--- src/rtl/vga_pattern_sequencer_if.sv ---
// rtl/vga_pattern_sequencer_if.sv - pixel position, control and RGB bundle for the pattern sequencer
//
// Purpose: groups everything between the pattern generators / VGA timing stage
// and the sequencer, so the sequencer exposes only clock, reset and this bundle.
// Signals:
//   i_px, i_py          current pixel coordinate
//   i_next, i_auto,     manual advance request, dwell auto-advance enable,
//   i_hold              freeze on current pattern
//   i_red/green/blue    pattern k colour at [3k+2:3k]
//   o_red/green/blue    selected colour, one cycle latency
//   o_sel               active pattern index
//   o_patReset          one-hot restart pulse for the newly selected pattern
//   o_busy              high while blanking or switching
// master drives the inputs (generators/timing side), slave is the sequencer.
interface vga_pattern_sequencer_if #(
  parameter int NUM_PATTERNS = 3
) ();
  logic [9:0]                  i_px;
  logic [9:0]                  i_py;
  logic                        i_next;
  logic                        i_auto;
  logic                        i_hold;
  logic [3*NUM_PATTERNS-1:0]   i_red;
  logic [3*NUM_PATTERNS-1:0]   i_green;
  logic [3*NUM_PATTERNS-1:0]   i_blue;
  logic [2:0]                  o_red;
  logic [2:0]                  o_green;
  logic [2:0]                  o_blue;
  logic [1:0]                  o_sel;
  logic [NUM_PATTERNS-1:0]     o_patReset;
  logic                        o_busy;

  modport master (
    output i_px, i_py, i_next, i_auto, i_hold, i_red, i_green, i_blue,
    input  o_red, o_green, o_blue, o_sel, o_patReset, o_busy
  );

  modport slave (
    input  i_px, i_py, i_next, i_auto, i_hold, i_red, i_green, i_blue,
    output o_red, o_green, o_blue, o_sel, o_patReset, o_busy
  );
endinterface

--- src/rtl/vga_pattern_sequencer.sv ---
// rtl/vga_pattern_sequencer.sv - selects which pattern generator drives the VGA RGB outputs
//
// Purpose: shows one of NUM_PATTERNS generators; advances on a manual request
// or after DWELL_MS of auto dwell, switching only at frame start with
// BLANK_FRAMES black frames in between, and pulses the new pattern's restart.
// Ports:
//   i_clk     pixel clock, one pixel per cycle
//   i_reset   synchronous, active-high
//   bus       vga_pattern_sequencer_if slave (pixel position, controls,
//             pattern colours in, selected colour / sel / restart / busy out)
module vga_pattern_sequencer #(
  parameter int NUM_PATTERNS = 3,
  parameter int CLKS_PER_MS  = 25_000,
  parameter int DWELL_MS     = 5_000,
  parameter int BLANK_FRAMES = 2
) (
  input  logic                   i_clk,
  input  logic                   i_reset,
  vga_pattern_sequencer_if.slave bus
);
  localparam int               MS_W      = (CLKS_PER_MS > 1) ? $clog2(CLKS_PER_MS) : 1;
  localparam logic [MS_W-1:0]  MS_LAST   = MS_W'(CLKS_PER_MS - 1);
  localparam logic [15:0]      DWELL_END = 16'(DWELL_MS);
  localparam logic [3:0]       BLANK_END = 4'(BLANK_FRAMES);
  localparam logic [1:0]       SEL_LAST  = 2'(NUM_PATTERNS - 1);

  typedef enum logic [1:0] {ST_SHOW, ST_BLANK, ST_SWITCH} state_t;

  state_t                  state_q, state_d;
  logic                    origin_q, origin_d;
  logic [MS_W-1:0]         ms_q, ms_d;
  logic [15:0]             dwell_q, dwell_d;
  logic [3:0]              blank_q, blank_d;
  logic                    pending_q, pending_d;
  logic                    expired_q, expired_d;
  logic [1:0]              sel_q, sel_d;
  logic [NUM_PATTERNS-1:0] pat_reset_q, pat_reset_d;
  logic [2:0]              red_q, red_d, green_q, green_d, blue_q, blue_d;
  logic                    busy_q, busy_d;

  logic                    at_origin;
  logic                    fs;
  logic [2:0]              sel_red, sel_green, sel_blue;

  // Rising edge of the origin condition: a timing stage that lingers on (0,0)
  // still yields a single frame-start strobe.
  assign at_origin = (bus.i_px == 10'd0) && (bus.i_py == 10'd0);
  assign fs        = at_origin && !origin_q;

  always_comb begin
    sel_red   = '0;
    sel_green = '0;
    sel_blue  = '0;
    for (int k = 0; k < NUM_PATTERNS; k++) begin
      if (sel_q == 2'(k)) begin
        sel_red   = bus.i_red[3*k +: 3];
        sel_green = bus.i_green[3*k +: 3];
        sel_blue  = bus.i_blue[3*k +: 3];
      end
    end
  end

  always_comb begin
    state_d     = state_q;
    origin_d    = at_origin;
    ms_d        = ms_q;
    dwell_d     = dwell_q;
    blank_d     = blank_q;
    pending_d   = pending_q;
    expired_d   = expired_q;
    sel_d       = sel_q;
    pat_reset_d = '0;
    red_d       = '0;
    green_d     = '0;
    blue_d      = '0;

    case (state_q)
      ST_SHOW: begin
        red_d   = sel_red;
        green_d = sel_green;
        blue_d  = sel_blue;
        if (bus.i_next) pending_d = 1'b1;
        if (!bus.i_auto) begin
          ms_d      = '0;
          dwell_d   = '0;
          expired_d = 1'b0;
        end else if (!bus.i_hold) begin
          if (dwell_q == DWELL_END) expired_d = 1'b1;
          if (ms_q == MS_LAST) begin
            ms_d = '0;
            // Saturate so a long-expired dwell never wraps back to zero.
            if (dwell_q != DWELL_END) dwell_d = dwell_q + 16'd1;
          end else begin
            ms_d = ms_q + MS_W'(1);
          end
        end
        if (fs && (pending_q || expired_q) && !bus.i_hold) begin
          state_d = ST_BLANK;
          blank_d = '0;
        end
      end
      ST_BLANK: begin
        if (fs) begin
          blank_d = blank_q + 4'd1;
          if (blank_q + 4'd1 == BLANK_END) state_d = ST_SWITCH;
        end
      end
      ST_SWITCH: begin
        sel_d       = (sel_q == SEL_LAST) ? 2'd0 : sel_q + 2'd1;
        pat_reset_d = NUM_PATTERNS'(1) << sel_d;
        pending_d   = 1'b0;
        expired_d   = 1'b0;
        dwell_d     = '0;
        ms_d        = '0;
        state_d     = ST_SHOW;
      end
      default: state_d = ST_SHOW;
    endcase

    busy_d = (state_d != ST_SHOW);
  end

  always_ff @(posedge i_clk) begin
    if (i_reset) begin
      state_q     <= ST_SHOW;
      origin_q    <= 1'b0;
      ms_q        <= '0;
      dwell_q     <= '0;
      blank_q     <= '0;
      pending_q   <= 1'b0;
      expired_q   <= 1'b0;
      sel_q       <= '0;
      pat_reset_q <= '0;
      red_q       <= '0;
      green_q     <= '0;
      blue_q      <= '0;
      busy_q      <= 1'b0;
    end else begin
      state_q     <= state_d;
      origin_q    <= origin_d;
      ms_q        <= ms_d;
      dwell_q     <= dwell_d;
      blank_q     <= blank_d;
      pending_q   <= pending_d;
      expired_q   <= expired_d;
      sel_q       <= sel_d;
      pat_reset_q <= pat_reset_d;
      red_q       <= red_d;
      green_q     <= green_d;
      blue_q      <= blue_d;
      busy_q      <= busy_d;
    end
  end

  assign bus.o_red      = red_q;
  assign bus.o_green    = green_q;
  assign bus.o_blue     = blue_q;
  assign bus.o_sel      = sel_q;
  assign bus.o_patReset = pat_reset_q;
  assign bus.o_busy     = busy_q;
endmodule

--- src/flat_wrapper.sv ---
// flat-port wrapper written by rule: the top's interface ports become plain ports
module vga_pattern_sequencer_flat 
#(
  parameter int NUM_PATTERNS = 3,
  parameter int CLKS_PER_MS  = 25_000,
  parameter int DWELL_MS     = 5_000,
  parameter int BLANK_FRAMES = 2
)
  (i_clk, i_reset, bus_i_px, bus_i_py, bus_i_next, bus_i_auto, bus_i_hold, bus_i_red, bus_i_green, bus_i_blue, bus_o_red, bus_o_green, bus_o_blue, bus_o_sel, bus_o_patReset, bus_o_busy);
  vga_pattern_sequencer_if #(.NUM_PATTERNS(NUM_PATTERNS)) bus_i ();
  input  logic i_clk;
  input  logic i_reset;
  input wire logic [$bits(bus_i.i_px)-1:0] bus_i_px;
  input wire logic [$bits(bus_i.i_py)-1:0] bus_i_py;
  input wire logic [$bits(bus_i.i_next)-1:0] bus_i_next;
  input wire logic [$bits(bus_i.i_auto)-1:0] bus_i_auto;
  input wire logic [$bits(bus_i.i_hold)-1:0] bus_i_hold;
  input wire logic [$bits(bus_i.i_red)-1:0] bus_i_red;
  input wire logic [$bits(bus_i.i_green)-1:0] bus_i_green;
  input wire logic [$bits(bus_i.i_blue)-1:0] bus_i_blue;
  output wire logic [$bits(bus_i.o_red)-1:0] bus_o_red;
  output wire logic [$bits(bus_i.o_green)-1:0] bus_o_green;
  output wire logic [$bits(bus_i.o_blue)-1:0] bus_o_blue;
  output wire logic [$bits(bus_i.o_sel)-1:0] bus_o_sel;
  output wire logic [$bits(bus_i.o_patReset)-1:0] bus_o_patReset;
  output wire logic [$bits(bus_i.o_busy)-1:0] bus_o_busy;
  assign bus_i.i_px = bus_i_px;
  assign bus_i.i_py = bus_i_py;
  assign bus_i.i_next = bus_i_next;
  assign bus_i.i_auto = bus_i_auto;
  assign bus_i.i_hold = bus_i_hold;
  assign bus_i.i_red = bus_i_red;
  assign bus_i.i_green = bus_i_green;
  assign bus_i.i_blue = bus_i_blue;
  assign bus_o_red = bus_i.o_red;
  assign bus_o_green = bus_i.o_green;
  assign bus_o_blue = bus_i.o_blue;
  assign bus_o_sel = bus_i.o_sel;
  assign bus_o_patReset = bus_i.o_patReset;
  assign bus_o_busy = bus_i.o_busy;
  vga_pattern_sequencer #(.NUM_PATTERNS(NUM_PATTERNS), .CLKS_PER_MS(CLKS_PER_MS), .DWELL_MS(DWELL_MS), .BLANK_FRAMES(BLANK_FRAMES)) u_core (.i_clk(i_clk), .i_reset(i_reset), .bus(bus_i));
endmodule
--- config.mk ---
export PLATFORM = sky130hd
export DESIGN_NAME = vga_pattern_sequencer_flat
export DESIGN_NICKNAME = d
export VERILOG_FILES = /design/src/rtl/vga_pattern_sequencer_if.sv /design/src/rtl/vga_pattern_sequencer.sv /design/src/flat_wrapper.sv
export SDC_FILE = /design/constraint.sdc
export NUM_CORES = 1
export LEC_CHECK = 0
export BUFFER_PORTS_ARGS = -buffer_cell sky130_fd_sc_hd__buf_2
export CORE_ASPECT_RATIO = 0.75
export CORE_MARGIN = 1
export CORE_UTILIZATION = 57
export DETAILED_ROUTE_END_ITERATION = 12
export HOLD_SLACK_MARGIN = 0.08
export PLACE_DENSITY = 0.84
export SLEW_MARGIN = 15
export SYNTH_ARGS = -nofsm -noshare
export SYNTH_HDL_FRONTEND = slang
export SYNTH_SLANG_ARGS = --single-unit
--- constraint.sdc ---
create_clock -name i_clk -period 5.9 [get_ports i_clk]
set_input_delay 0.885 -clock i_clk [delete_from_list [all_inputs] [get_ports i_clk]]
set_output_delay 0.885 -clock i_clk [all_outputs]
set_load 0.05 [all_outputs]
== Word-level counts from Yosys, hierarchy flattened ==
Index checks and enable logic that the tools add are counted.

* Input port bits: 52
* Flip-flop bits (word level): 55

* Shift operators: 1
* Equality and inequality tests: 15
* Muxes and demuxes: 32
* Add/subtract/negate cells: 4
* Reductions and logical operators: 21
* Bitwise operators: 2

{| class="wikitable"
|+ Operators by type and width
! cell !! number
|-
| 2-to-1 mux 16 bit || 4
|-
| 2-to-1 mux 15 bit || 3
|-
| one-hot mux 16 bit (2 select lines) || 1
|-
| one-hot mux 15 bit (2 select lines) || 1
|-
| 2-to-1 mux 3 bit || 9
|-
| logical NOT 10 bit || 2
|-
| adder 16 x 1 -> 16 bit, second input constant || 1
|-
| equality test 16 x 13 -> 1 bit, second input constant || 1
|-
| != test 16 x 13 -> 1 bit, second input constant || 1
|-
| adder 15 x 1 -> 15 bit, second input constant || 1
|-
| equality test 15 bit, second input constant || 1
|-
| != test 3 x 2 -> 1 bit, second input constant || 3
|-
| 2-to-1 mux 2 bit || 4
|-
| 2-to-1 mux 4 bit || 2
|-
| one-hot mux 4 bit (2 select lines) || 1
|-
| AND reduction 3 bit || 2
|-
| nonzero test 2 bit || 3
|-
| adder 4 x 1 -> 4 bit, second input constant || 1
|-
| equality test 2 x 1 -> 1 bit, second input constant || 2
|-
| equality test 2 bit, second input constant || 2
|-
| equality test 4 x 2 -> 1 bit, second input constant || 1
|-
| logical AND 1 bit || 4
|-
| logical NOT 2 bit || 2
|-
| 2-to-1 mux 1 bit || 4
|-
| other kinds (13) || 19
|}

== Logic depth before layout (Yosys ltp) ==
* Depth after elaboration: 8
* Mapped depth: 9
* Depth with buffers taken out: 7

== Worst setup path before layout ==
No wires, ideal clock.

* Path type: in2reg
* Start: input bus_i_py[8]
* End: register u_core.blank_q[2]
* Setup slack: 3682 ps
* Arrival time: 2148 ps
* Buffers on the path: 0
* Data required time: 5829 ps
* Library setup time: 71 ps
* Stages: 4
* Path through: or4_1 -> nor4_1 -> o21ai_0 -> a21oi_1

* Longest elaborated chain between the ends: 7
* Elaborated cells between the ends (all ways): 8
* Classes of those cells: eq/ne: 2; reduce/logical: 6

{| class="wikitable"
|+ RTL lines
! what !! RTL line !! source
|-
| start: declaration || flat_wrapper.sv:14 || <nowiki>input wire logic [$bits(bus_i.i_py)-1:0] bus_i_py;</nowiki>
|-
| logical NOT 10 bit (*) || vga_pattern_sequencer.sv:47 || <nowiki>assign at_origin = (bus.i_px == 10'd0) && (bus.i_py == 10'd0);</nowiki>
|-
| logical AND 1 bit (*) || vga_pattern_sequencer.sv:47 ||
|-
| logical AND 1 bit (*) || vga_pattern_sequencer.sv:48 || <nowiki>assign fs = at_origin && !origin_q;</nowiki>
|-
| logical AND 1 bit (2 in a row) || vga_pattern_sequencer.sv:97 || <nowiki>if (fs && (pending_q || expired_q) && !bus.i_hold) begin</nowiki>
|-
| != test 2 x 1 -> 1 bit (no source line) || -- ||
|-
| AND reduction 3 bit (no source line) (*) || -- ||
|-
| end signal: assignment || vga_pattern_sequencer.sv:143 || <nowiki>blank_q <= blank_d;</nowiki>
|-
| end: declaration || vga_pattern_sequencer.sv:33 || <nowiki>logic [3:0] blank_q, blank_d;</nowiki>
|}

Every way passes the cells marked *; elsewhere a longest branch is shown, timed or not.
A chain may end at the register's enable or synchronous reset.

== Final worst setup path ==
* Start: register u_core.ms_q[0]
* End: register u_core.dwell_q[14]

* Longest elaborated chain between the ends: 3

{| class="wikitable"
|+ RTL lines
! what !! RTL line !! source
|-
| start: declaration || vga_pattern_sequencer.sv:31 || <nowiki>logic [MS_W-1:0] ms_q, ms_d;</nowiki>
|-
| start signal: assignment || vga_pattern_sequencer.sv:141 || <nowiki>ms_q <= ms_d;</nowiki>
|-
| equality test 15 bit || vga_pattern_sequencer.sv:89 || <nowiki>if (ms_q == MS_LAST) begin</nowiki>
|-
| != test 3 x 2 -> 1 bit (no source line) || -- ||
|-
| AND reduction 4 bit (no source line) || -- ||
|-
| end signal: assignment || vga_pattern_sequencer.sv:142 || <nowiki>dwell_q <= dwell_d;</nowiki>
|-
| end: declaration || vga_pattern_sequencer.sv:32 || <nowiki>logic [15:0] dwell_q, dwell_d;</nowiki>
|}

No other way between the ends.

==> impl_metrics.py <==
metrics = {
    "critical_path": {
        "path_cells": "ha_1, nand4bb_4, nor4_4, a21oi_2, or4_1, a21oi_1",
        "path_depth": 6,
        "slowest_delay_ps": 580,
        "cp_max_fo": 27,
        "endpoint_kind": "flip-flop",
        "cp.arrival_ps": 2670,
        "crit_family": "simple AND/OR/NAND/NOR gates",
        "critPathBufInv": 0,
        "reg2reg_depth": 6,
        "path_class": "reg -> reg",
        "start_kind": "flip-flop",
        "r2r_setup_slack_ps": 3460,
        "slowest_stage": "or4_1",
        "critPathRequiredTime_ps": 6140,
    },
    "clock_network": {
        "ctsResizeCount": 0,
        "cts_sinks": 55,
        "path_clk_slew_ps": 100,
        "cts_buffer_depth": 2,
        "h-tree-depth": 2,
        "root_buffer": "clkbuf_8",
        "holdBufCountCts": 0,
        "clkLatencyLatePin_ps": 310,
        "numCtsBuffers": 5,
        "cts_tree": "built",
        "postCtsSetupBuffers": 0,
    },
    "pwr": {
        "peakVddDrop_mv": 0.146,
        "p_per_area_mw_per_mm2": 203,
        "total_leakage_power_nw": 1.19,
    },
    "finish": {
        "fill_cells": 392,
        "fin_nets": 448,
        "diodes": 0,
        "area_growth_syn_to_layout_pct": 15.6,
        "final_core_util_pct": 70.0,
        "mostFrequentLayoutCell": "buf_2",
        "layout-drive-gt1-share_pct": 21.7,
        "layout_common_cells": "buf_2 (66), dfxtp_1 (55), nor2_1 (44)",
    },
    "synth": {
        "async_flop_share_pct": 0,
        "syn_avg_cell_area_um2": 8.32,
        "synth_cell_type_count": 49,
        "ys_ff_latch": 55,
        "ys.flop_type": "dfxtp_1",
        "synth_nets": 390,
        "ys_warn_count": 0,
        "netlist_instances": 333,
        "netlist_area_mm2": 0.00277,
        "ys_seq_area_share_pct": 39.8,
        "synth_edf_count": 0,
    },
    "global_route": {
        "grt_pass1_wl_um": 10100,
        "grt_pass1_vias": 2215,
        "antenna_found_initial": 0,
        "grt_max_degree": 28,
        "grt_overflow": 0,
        "grt.total_usage_pct": 25.4,
    },
    "floorplan": {
        "coreArea_mm2": 0.00457,
        "rows": 21,
        "boundaryPins": 67,
        "die_h_um": 62.4,
        "die_w_um": 82.5,
        "start_util_pct": 60.6,
        "die_area_mm2": 0.00514,
    },
    "worst_hold_path": {
        "hold_path_depth": 2,
        "hp-class": "reg -> reg",
    },
    "sta": {
        "rsz0062_at_grt": "false",
        "hold_viol_final": 0,
        "slew_viol_final": 0,
        "period_share_pct": 41.3,
        "setup_viol": 0,
        "finalCriticalPeriod_ps": 2440,
        "fmax_mhz": 410,
        "fin_setup_tns_ps": 0,
        "worst_slew_margin_rel_pct": 32.1,
        "skew_ps": 7.19,
        "worst_slew_pin_slew_ps": 1020,
    },
    "placed_design": {
        "dp_hpwl_um": 4530,
        "numPortBuffers": 66,
        "gp_congestion": 0.860,
    },
    "drt": {
        "ant_nets": 0,
        "num_vias": 2674,
        "first_pass_iters": 5,
        "vias_per_cell": 5.96,
        "drt-initial-drc-count": 233,
        "drc": 0,
        "post_drt_wl_per_cell_um": 14.1,
        "wirelength_um": 6320,
    },
    "outcome": {
        "outcome": "complete, no violations",
    },
    "job": {
        "drv_cap": 0,
    },
}
[worst register-to-register path, cell delays in order (launching register included)]
cell	delay [ps]
dfxtp_1	430
ha_1	330
nand4bb_4	160
nor4_4	380
a21oi_2	320
or4_1	590
a21oi_1	150
[cells by family after synthesis]
| logic type | share of synthesized area, % |
|---|---|
| flops | 39.8 |
| buf+inv | 3.12 |
| fa+ha+maj | 2.26 |
| compound gates | 13.3 |
| simple gates | 34.5 |
| xor+xnor | 3.48 |
| mux | 3.62 |
[path summary, 6_finish.rpt]
check | start | end
worst min register to register | u_core.dwell_q[13] | u_core.dwell_q[13]
worst max-delay path | u_core.ms_q[0] | u_core.dwell_q[14]
worst max register to register | u_core.ms_q[0] | u_core.dwell_q[14]
worst min-delay path | u_core.dwell_q[13] | u_core.dwell_q[13]
[sequential cells by signal, indices dropped and copies added (netlist names), 2 cells and up]
name                   flops
u_core.dwell_q            16
u_core.ms_q               15
u_core.blank_q             4
u_core.bus.o_blue          3
u_core.bus.o_green         3
u_core.bus.o_patReset      3
u_core.bus.o_red           3
u_core.bus.o_sel           2
u_core.state_q             2
[layer usage]
| metal | global-route usage (%) | up-vias | part of all wire, % |
|---|---|---|---|
| met2 | 40.0 | 100 | 45 |
| met5 | 0 | - | 0 |
| li1 | - | 1329 | - |
| met3 | 4.85 | 8 | 6.7 |
| met1 | 35.3 | 1237 | 47 |
| met4 | 6.36 | 0 | 0.76 |
[final cells by class]
cell class                      count  area, µm²  share of cell area (%)
Multi-Input combinational cell    257       1580                    49.4
Inverter                            6       22.5                   0.704
Tap cell                           57       71.3                    2.23
Clock buffer                        5       68.8                    2.15
Sequential cell                    55       1100                    34.4
Clock inverter                      3       25.0                   0.782
Timing Repair Buffer               66        330                    10.3
[report_power, final]
group | internal [mW] | switching [mW]
logic | 0.0225 | 0.0376
clock network | 0.0851 | 0.125
registers | 0.376 | 0.00265
total | 0.484 | 0.166
[synthesized netlist by cell type, types with 2 or more instances]
cell type	instances	area [µm²]
dfxtp_1	55	1100
nor2_1	44	165
a21oi_1	31	155
nand2_1	28	105
clkbuf_1	13	48.8
nand3_1	13	65.1
o21ai_0	13	65.1
nor4_1	12	75.1
nand4_1	11	68.8
mux2i_1	10	100
or4_1	10	75.1
nand2b_1	8	50.1
inv_1	6	22.5
nor3_1	6	30.0
or3_1	6	37.5
xor2_1	6	52.6
ha_1	5	62.6
nor2b_1	5	31.3
xnor2_1	5	43.8
nor4b_1	4	35.0
o31ai_1	4	30.0
a311oi_1	3	26.3
and4_1	3	26.3
nor3b_1	3	22.5
o211ai_1	3	22.5
a31oi_1	2	12.5
nand3b_1	2	15.0
[through the flow]
| stage | cells | instance area (µm²) | power, mW | setup WS, ps | hold slack (ps) |
|---|---|---|---|---|---|
| floorplan | 333 | 2770 | 0.422 | 3680 | 437 |
| global placement | 441 | 3110 | 0.445 | 3390 | 461 |
| detailed placement | 441 | 3110 | 0.447 | 3300 | 466 |
| CTS | 449 | 3200 | 0.653 | 3480 | 496 |
| global route | 449 | 3200 | 0.677 | 3320 | 511 |
| finish | 449 | 3200 | 0.649 | 3460 | 495 |
Power figures use the tool's default switching activity.
